===== config.mk =====
export PLATFORM = sky130hd
export DESIGN_NAME = vram_arbiter
export DESIGN_NICKNAME = d
export VERILOG_FILES = /design/src/rtl/vram_pkg.sv /design/src/rtl/vram_arbiter_tag_pipe.sv /design/src/rtl/vram_arbiter.sv
export SDC_FILE = /design/constraint.sdc
export NUM_CORES = 1
export LEC_CHECK = 0
export CORE_MARGIN = 3
export CORE_UTILIZATION = 38
export CTS_CLUSTER_DIAMETER = 40
export DETAILED_ROUTE_END_ITERATION = 7
export PLACE_DENSITY = 0.85
export REMOVE_ABC_BUFFERS = 1
export SYNTH_ARGS = -nofsm -noshare
export SYNTH_HDL_FRONTEND = slang
export SYNTH_HIERARCHICAL = 1
export SYNTH_SLANG_ARGS = --single-unit

===== constraint.sdc =====
create_clock -name clk -period 3.35 [get_ports clk]
set_input_delay 0.8375 -clock clk [delete_from_list [all_inputs] [get_ports clk]]
set_output_delay 0.8375 -clock clk [all_outputs]
set_load 0.01 [all_outputs]

===== src/rtl/vram_pkg.sv =====
// Shared widths and owner tags for the video memory arbiter.
package vram_pkg;
  localparam int VRAM_ADDR_WIDTH = 11;
  localparam int VRAM_DATA_WIDTH = 8;

  typedef enum logic [1:0] {
    OWN_NONE = 2'd0,
    OWN_VID  = 2'd1,
    OWN_CPU  = 2'd2
  } owner_t;
endpackage


===== src/rtl/vram_arbiter_tag_pipe.sv =====
// Owner-tag delay line matching the memory read latency; its last stage
// tells the top which requester the current mem_rdata belongs to.
module arb_tag_pipe
  import vram_pkg::*;
#(
  parameter int DEPTH = 1
) (
  input  logic   clk_i,
  input  logic   reset_i,
  input  owner_t tag_i,
  output owner_t tag_o
);

  owner_t tag_q [DEPTH];

  always_ff @(posedge clk_i or posedge reset_i) begin
    if (reset_i) begin
      for (int i = 0; i < DEPTH; i++) tag_q[i] <= OWN_NONE;
    end else begin
      tag_q[0] <= tag_i;
      for (int i = 1; i < DEPTH; i++) tag_q[i] <= tag_q[i-1];
    end
  end

  assign tag_o = tag_q[DEPTH-1];

endmodule


===== src/rtl/vram_arbiter.sv =====
// Shares one single-port synchronous video memory between the video fetch
// path (fixed priority) and the CPU bus (with a starvation boost).
module vram_arbiter
  import vram_pkg::*;
#(
  parameter int ADDR_WIDTH   = VRAM_ADDR_WIDTH,
  parameter int DATA_WIDTH   = VRAM_DATA_WIDTH,
  parameter int READ_LATENCY = 1,
  parameter int STARVE_LIMIT = 8
) (
  input  logic                  clk,
  input  logic                  reset,
  input  logic                  vid_req,
  input  logic [ADDR_WIDTH-1:0] vid_addr,
  output logic                  vid_ack,
  output logic                  vid_rvalid,
  output logic [DATA_WIDTH-1:0] vid_rdata,
  input  logic                  cpu_req,
  input  logic                  cpu_we,
  input  logic [ADDR_WIDTH-1:0] cpu_addr,
  input  logic [DATA_WIDTH-1:0] cpu_wdata,
  output logic                  cpu_ack,
  output logic                  cpu_rvalid,
  output logic [DATA_WIDTH-1:0] cpu_rdata,
  output logic [ADDR_WIDTH-1:0] mem_addr,
  output logic                  mem_we,
  output logic [DATA_WIDTH-1:0] mem_wdata,
  input  logic [DATA_WIDTH-1:0] mem_rdata
);

  // A zero-width counter is illegal, so the disabled case keeps one dummy bit.
  localparam int WCW = (STARVE_LIMIT > 0) ? $clog2(STARVE_LIMIT + 1) : 1;
  localparam logic [WCW-1:0] STARVE_MAX = WCW'(STARVE_LIMIT);

  logic [WCW-1:0]        wait_q, wait_d;
  logic [ADDR_WIDTH-1:0] addr_q, addr_d;
  logic                  boost;
  logic                  gnt_vid, gnt_cpu;
  owner_t                tag_in, tag_out;

  assign boost = (STARVE_LIMIT != 0) && (wait_q == STARVE_MAX);

  // Grants are held off while reset is asserted so no access slips through.
  always_comb begin
    gnt_vid = 1'b0;
    gnt_cpu = 1'b0;
    if (!reset) begin
      if (cpu_req && boost)  gnt_cpu = 1'b1;
      else if (vid_req)      gnt_vid = 1'b1;
      else if (cpu_req)      gnt_cpu = 1'b1;
    end
  end

  always_comb begin
    addr_d = addr_q;
    if (gnt_vid)      addr_d = vid_addr;
    else if (gnt_cpu) addr_d = cpu_addr;
  end

  always_comb begin
    wait_d = wait_q;
    if (!cpu_req || gnt_cpu)      wait_d = '0;
    else if (wait_q != STARVE_MAX) wait_d = wait_q + WCW'(1);
  end

  always_comb begin
    tag_in = OWN_NONE;
    if (gnt_vid)                tag_in = OWN_VID;
    else if (gnt_cpu && !cpu_we) tag_in = OWN_CPU;
  end

  always_ff @(posedge clk or posedge reset) begin
    if (reset) begin
      wait_q <= '0;
      addr_q <= '0;
    end else begin
      wait_q <= wait_d;
      addr_q <= addr_d;
    end
  end

  arb_tag_pipe #(
    .DEPTH (READ_LATENCY)
  ) u_tag_pipe (
    .clk_i   (clk),
    .reset_i (reset),
    .tag_i   (tag_in),
    .tag_o   (tag_out)
  );

  assign vid_ack    = gnt_vid;
  assign cpu_ack    = gnt_cpu;
  assign mem_addr   = addr_d;
  assign mem_we     = gnt_cpu & cpu_we;
  assign mem_wdata  = cpu_wdata;
  assign vid_rvalid = (tag_out == OWN_VID);
  assign cpu_rvalid = (tag_out == OWN_CPU);
  assign vid_rdata  = mem_rdata;
  assign cpu_rdata  = mem_rdata;

endmodule


# Word level (Yosys, flattened, before mapping)
# Cells that the tools add are included.
# totals
ff_bits	17
in_bits	43
out_inout_bits	40
# classes
add_sub_neg	1
n_eq_ne	4
muxes	13
bitwise	1
n_reduce_logical	6
# op_table
op	count
11-bit 2-to-1 mux	2
4-bit 2-to-1 mux	2
1-bit 2-to-1 mux	7
4-bit by 1-bit adder with 4-bit output (second input constant)	1
4-bit == test (second input constant)	1
2-bit 2-to-1 mux	2
4-bit != test (second input constant)	1
2-bit by 1-bit == test with 1-bit output (second input constant)	1
2-bit == test (second input constant)	1
1-bit logical AND	2
1-bit logical NOT	2
2-bit nonzero test	1
1-bit bitwise AND	1
1-bit logical OR	1

# Depth between registers and ports, before layout
# Gate-level depths: netlist (run 1).
# depth
depth_word	7
ltp_mapped	6

# Hierarchy
# Netlist (run 1), hierarchy kept.
# modules_own_cells
module	n_inst	cells_per_inst	area_per_inst_um2	seq_area_each_um2
vram_arbiter	1	120	1171.1	375.4
arb_tag_pipe	1	3	53.8	50.0

# Worst setup path after synthesis (run 1)
# No wires, ideal clock.
# synth_path
path_type	input-to-output
from	in reset
to	out mem_addr[0]
arrival_ps	2067
required_time_ps	2513
slack_ps	445
cell_stages	4
path_buffers	1
path_cell_list	inv_1 > clkbuf_1 > o32ai_1 > a211oi_2
# synth_via
elab_chain_cells	3
word_cells_on_any_way	4
# synth_rtl
element	line_no	rtl
from (decl)	vram_arbiter.sv:12	input logic reset,
1-bit 2-to-1 mux	vram_arbiter.sv:47	if (!reset) begin
11-bit 2-to-1 mux	vram_arbiter.sv:57	else if (gnt_cpu) addr_d = cpu_addr;
11-bit 2-to-1 mux (*)	vram_arbiter.sv:56	if (gnt_vid) addr_d = vid_addr;
to (decl)	vram_arbiter.sv:25	output logic [ADDR_WIDTH-1:0] mem_addr,
# Mark *: on every way between the ends. The rest lies on a longest branch, timed or not.

# Worst setup path in the final report (run 1)
# layout_path
from	in reset
to	out mem_we
# layout_via
elab_chain_cells	2
# layout_rtl
element	line_no	rtl
1-bit 2-to-1 mux	vram_arbiter.sv:47	
1-bit bitwise AND	vram_arbiter.sv:94	assign mem_we = gnt_cpu & cpu_we;
to (decl)	vram_arbiter.sv:26	output logic mem_we,
# No other way between the ends.

==> summary.md, run 1 <==
| Metric | Value |
|---|---|
| Status | `complete, no violations` |
| Fin cells | `190` |
| Die height | `62.8 um` |
| Grt total ovfl | `0` |
| Port bufs | `42` |
| Cts hold-fix bufs | `0` |
| Placed cell count | `186` |
| Hold Fails Final Rpt | `0` |
| CP max stage delay | `0.53 ns` |
| H-tree levels | `1` |
| Iter 0 DRT Violations | `67` |
| Stages on worst setup path | `6` |
| Diode count | `0` |
| 1st-pass router iterations | `4` |
| R2R cell count | `5` |
| Clock skew | `0.00646 ns` |
| Chip width | `62.8 um` |
| Critical path data required time | `2.51 ns` |
| Area contributors post-synth | `dfrtp_1, o32ai_1, buf_4` |
| CTS Buf Count | `3` |
| Gr usage total | `18.5%` |
| Antenna violations before repair | `0` |
| Fin. max-slew vios | `0` |
| Crit path DAT | `2.46 ns` |
| TNS Setup | `0 ns` |
| Clk slew on worst S/H paths | `0.10 ns` |
| CTS tree | `done` |
| Total die area | `3940 um2` |
| Register area | `425 um2` |
| Hold Path Depth | `2` |
| Crit. End Element | `output pin` |
| Max_cap viols | `0` |
| DRT antenna net count | `0` |
| Post-synth cell types | `24` |
| Vias in the first global route | `1163` |
| Ports | `83` |
| Drt wl/cell | `18.5 um` |
| Final #Nets | `194` |
| CP dominant cell by count | `clkdlybuf4s50_1` |
| Worst vdd ir | `0.148 mV` |
| Final Cycle Share | `98.4%` |
| Mapped cell area | `1220 um2` |
| Ys flop type | `dfrtp_1` |
| Post-Syn Area per Cell | `9.96 um2` |
| #FFs+latches synth | `17` |
| Remaining DRCs | `0` |
| Final min period | `3.30 ns` |
| Area Overhead vs Synth | `30.0%` |
| Share of cells above drive strength 1 | `20.3%` |
| Most frequent cell after synthesis | `buf_4` |
| Area leader, netlist | `dfrtp_1` |
| Clock sinks | `17` |
| First-pass GRT wire length | `5690 um` |
| Slew Limit Headroom | `77.2%` |
| Root Driver | `clkbuf_4` |
| WS Path Type | `primary input to output pin` |
| Num rows | `19` |
| Post-synthesis sequential area ratio | `34.7%` |
| Starting Density | `42.2%` |
| Largest net degree at the start of global routing | `24` |
| Buf+Inv Stages, Crit Path | `3` |
| Worst skew pair latency | `0.30 ns` |
| Final setup fails | `0` |
| PwrDens | `334 nW/um2` |
| Leak pwr | `0.656 nW` |
| Routed WL | `3520 um` |
| Number of flops mapped to enable cells by yosys | `0` |
| Worst hold path type | `register to register` |
| Post-Synthesis Cells | `123` |
| CP max-delay cell | `clkdlybuf4s50_1` |
| Area share of the largest cell type after synthesis | `34.7%` |
| Actual slew at the worst max-slew pin | `0.341 ns` |
| Clock buffer depth | `2` |
| Yosys warnings | `6` |
| DP Wirelength | `2660 um` |
| Worst-path maximum fanout | `23` |
| Core box area | `2900 um2` |
| Final RePlAce weighted congestion | `0.740` |
| RSZ-0062 raised after global routing | `false` |
| Vias | `1073` |
| FILL cells | `268` |
| Vias per cell | `5.65` |
| Crit path cell chain | `clkdlybuf4s50_1 > nand2b_1 > buf_12 > a21oi_2 > and2_1 > clkdlybuf4s50_1` |
| FFs w/ async S/R, synth | `100%` |
| Worst Setup Start Kind | `primary input` |
| CP top delay family | `buffers and inverters` |
| Commonest cells post-synth | `buf_4, o32ai_1, dfrtp_1, inv_1, a211oi_2` |
| Fmax | `303 MHz` |
| Multi-input gate area | `526 um2` |
[worst min-delay path, delay by kind of cell (launching register included)]
kind	cells	cell delay [ns]
and+or+nand+nor	1	0.04
xor gates and xnor gates	1	0.13
DFF	1	0.41
[routing by layer]
metal	global-route usage [%]	vias up	wire, um
li1	-	482	-
met1	22.1	522	1460
met2	28.1	63	1630
met3	8.81	6	376
met4	6.89	0	54
met5	5.56	-	0
[through the flow]
stage | utilization, % | power [mW] | hold slack [ns] | cell area (um2) | worst slack (ns)
after floorplan | - | 0.325 | 0.517 | 997 | 0.604
after global placement | 54.0 | 0.427 | 0.549 | 1570 | -0.134
after detailed placement | 54.0 | 0.436 | 0.599 | 1570 | -0.198
after CTS | 54.8 | 0.535 | 0.613 | 1590 | 0.0000824
after global routing | 54.9 | 0.562 | 0.656 | 1590 | 0.00948
final | 54.9 | 0.532 | 0.609 | 1590 | 0.0536
[layout make-up]
class                      count  share of cell area (%)
clock buffer                   3                    1.41
multi-input combinational     58                    33.0
tap                           42                    3.30
sequential                    17                    26.7
timing repair buffer          53                    31.5
inverter                      16                    3.77
clock inverter                 1                   0.314
[registers in the layout, indices dropped and copies added, names as in the netlist]
register / count
wait_q: 4
u_tag_pipe/tag_o: 2
addr_q: 11
[cell usage in the layout (no fill, tap or decap)]
master	Yosys	layout
and3b_1	1	1
a211oi_2	9	11
nor3_1	2	2
o21ai_0	1	1
a21oi_2	0	1
inv_1	16	16
buf_4	25	10
buf_12	0	1
a21oi_1	2	1
xor2_1	1	1
nand3b_4	1	1
o32ai_1	23	23
clkdlybuf4s50_1	0	31
nor2b_1	3	3
clkbuf_4	0	3
dfrtp_1	17	17
clkinv_2	0	1
dlygate4sd2_1	0	11
nand3_1	5	5
nand2b_1	1	1
o211a_4	1	1
and2_1	1	1
xnor2_1	1	1
or2_2	1	1
ha_1	2	2
a31oi_1	1	1
[path summary, 6_finish.rpt]
check	startpoint	end	slack, ns
worst max-delay path	reset	mem_we	0.05
worst min-delay path	wait_q[2]	wait_q[2]	0.61
worst max register to register	wait_q[0]	addr_q[6]	1.61
worst min register to register	wait_q[2]	wait_q[2]	0.61
max in group asynchronous	reset	wait_q[2]	2.05
min in group asynchronous	reset	u_tag_pipe/tag_o[0]	0.91
[power by group]
part / switching [mW] / internal [mW]
combinational: 0.0813 / 0.0944
clock: 0.0681 / 0.0445
sequential: 0.0149 / 0.228
[cell families after synthesis]
logic type / after synthesis / share of synthesized area, %
AO/OA/AOI/OAI: 39 / 30.0
adder cells (fa/ha/maj): 2 / 2.04
AND/OR/NAND/NOR: 15 / 8.27
flip-flops: 17 / 34.7
XOR/XNOR: 2 / 1.43
buffers and inverters: 48 / 23.5
[timing repair]
| action | in CTS | in global routing |
|---|---|---|
| resized for setup | 13 | 1 |
| setup buffers | 0 | 0 |
| gates cloned | 0 | 0 |
| setup endpoints to repair | 11 | 1 |
| pin swaps | 0 | 0 |
(Power assumes the default switching activity.)
==> run 2: changes to the inputs <==
- CORE_UTILIZATION: 38 -> 35
- PLACE_DENSITY: 0.85 -> 0.79
- clock period: 3.35 -> 3.31 ns (I/O delays scaled with it)
==> summary.md, run 2 (same netlist as run 1, synthesis figures left out) <==
| Metric | Value |
|---|---|
| Status | `complete, no violations` |
| 1st-pass router iterations | `4 (unchanged)` |
| Worst vdd ir | `0.185 mV (+25%)` |
| Ports | `83 (unchanged)` |
| Max_cap viols | `0 (unchanged)` |
| Worst slack, placed | `-0.238 ns (-0.0394 ns)` |
| TNS Setup | `0 ns (unchanged)` |
| Starting Density | `38.2% (-4.0 points)` |
| CP max-delay cell | `clkdlybuf4s50_1` |
| Iter 0 DRT Violations | `16 (-76%)` |
| Post-CTS Setup Bufs | `0 (unchanged)` |
| Cts hold-fix bufs | `0 (unchanged)` |
| WS Path Type | `primary input to output pin` |
| CTS tree | `done` |
| Worst Setup Start Kind | `primary input` |
| Clk slew on worst S/H paths | `0.10 ns (about the same)` |
| Grt total ovfl | `0 (unchanged)` |
| Chip width | `65.2 um (+3.8%)` |
| Drt wl/cell | `17.9 um (-3.1%)` |
| Most flops, register | `addr_q` |
| RSZ-0062 raised after global routing | `false` |
| Max reg flops | `11 (unchanged)` |
| Crit. End Element | `output pin` |
| H-tree levels | `1 (unchanged)` |
| Total die area | `4250 um2 (+7.7%)` |
| Final setup fails | `0 (unchanged)` |
| Vias per cell | `5.60 (-0.78%)` |
| Gr usage total | `17.2% (-1.3 points)` |
| Routed WL | `3480 um (-1.1%)` |
| DP Wirelength | `2760 um (+4.0%)` |
| Worst skew pair latency | `0.31 ns (about the same)` |
| Vias | `1087 (+1.3%)` |
| Diode count | `0 (unchanged)` |
| Crit path DAT | `2.39 ns (-0.07 ns)` |
| Most common cell after layout, fill and taps aside | `clkdlybuf4s50_1` |
| Worst-path maximum fanout | `13 (-43%)` |
| Clock buffer depth | `2 (unchanged)` |
| First-pass GRT wire length | `5640 um (-0.97%)` |
| PnR worst setup slack | `0.0974 ns (+0.0437 ns)` |
| Die height | `65.2 um (+3.8%)` |
| Antenna violations before repair | `0 (unchanged)` |
| CP dominant cell by count | `clkdlybuf4s50_1` |
| Commonest non-fill, non-tap cells in the layout | `clkdlybuf4s50_1, o32ai_1, dfrtp_1, inv_1` |
| Largest net degree at the start of global routing | `24 (unchanged)` |
| Hold Fails Final Rpt | `0 (unchanged)` |
| DRT antenna net count | `0 (unchanged)` |
| Fin. max-slew vios | `0 (unchanged)` |
| PwrDens | `339 nW/um2 (+1.5%)` |
| Port bufs | `42 (unchanged)` |
| Final Cycle Share | `97.1%` |
| Clock sinks | `17 (unchanged)` |
| Num rows | `20 (+1)` |
| Final min period | `3.21 ns` |
| Slew Limit Headroom | `78.0% (+0.82 points)` |
| Crit path cell chain | `clkdlybuf4s50_1 > buf_4 > o211a_4 > clkdlybuf4s50_1` |
| Core box area | `3200 um2 (+10%)` |
| Actual slew at the worst max-slew pin | `0.329 ns (-0.0123 ns)` |
| Area Overhead vs Synth | `31.9%` |
| CTS Buf Count | `3 (unchanged)` |
| Share of cells above drive strength 1 | `21.3% (+1.1 points)` |
| Root Driver | `clkbuf_4` |
| Final RePlAce weighted congestion | `0.814 (+10%)` |
| Vias in the first global route | `1146 (-1.5%)` |
| Leak pwr | `0.682 nW (+3.9%)` |
| Worst hold path type | `register to register` |
| Final #Nets | `196 (+1.0%)` |
| Remaining DRCs | `0 (unchanged)` |
| Fmax | `311 MHz` |
| Critical path data required time | `2.48 ns (-0.03 ns)` |
| CP max stage delay | `0.59 ns (+0.06 ns)` |
| Clock skew | `0.00983 ns (+0.00337 ns)` |
run 2: area by class of cell:
| class | count | area (um2) |
|---|---|---|
| flip-flops and latches | 17 | 425 |
| clock buffers | 3 | 22.5 |
| multi-input cells | 58 | 529 |
| clock inverters | 1 | 5.00 |
| fillers | 322 | 1590 |
| repair buffers | 55 | 518 |
| well taps | 44 | 55.1 |
| inverters | 16 | 60.1 |
run 2: path summary, 6_finish.rpt:
path / from / endpoint / slack, ns / depth (start not counted)
max: vid_req / vid_ack / 0.1 / 4
max in group asynchronous: reset / addr_q[6] / 2.25 / 4
min in group asynchronous: reset / u_tag_pipe/tag_o[1] / 0.70 / 3
max reg2reg: wait_q[0] / addr_q[7] / 1.74 / 6
min: wait_q[0] / wait_q[0] / 0.60 / 1
min reg2reg: wait_q[0] / wait_q[0] / 0.60 / 1
run 2: worst max-delay path, delay by kind of cell:
kind	cells	cell delay (ns)
AO/OA/AOI/OAI	1	0.29
buffers and inverters	3	1.26
run 2: per-stage QoR:
step           instance area, um2  hold WS [ns]  total power, mW  instances  utilization (%)
2_1_floorplan                 997         0.517            0.329         91                -
3_3_place_gp                 1580         0.549            0.435        190             49.4
3_5_place_dp                 1580         0.576            0.442        190             49.4
4_1_cts                      1610         0.590            0.548        194             50.2
5_1_grt                      1620         0.613            0.575        194             50.4
6_report                     1620         0.596            0.547        194             50.4
run 2: what timing repair did:
| action | in CTS | in global routing |
|---|---|---|
| gates cloned | 0 | 0 |
| endpoints found under the setup margin | 13 | 7 |
| resized for setup | 14 | 2 |
run 2: power breakdown:
| part | internal [mW] | switching [mW] |
|---|---|---|
| Clock | 0.0452 | 0.0756 |
| Sequential | 0.231 | 0.0152 |
| Combinational | 0.0964 | 0.0835 |
| Total | 0.373 | 0.174 |
run 2: routing by layer:
metal	vias up	track usage (%)	share of wire (%)
li1	489	-	-
met1	531	22.5	43
met2	63	24.7	45
met3	4	7.52	10
met4	0	6.74	1.1
met5	-	1.39	0
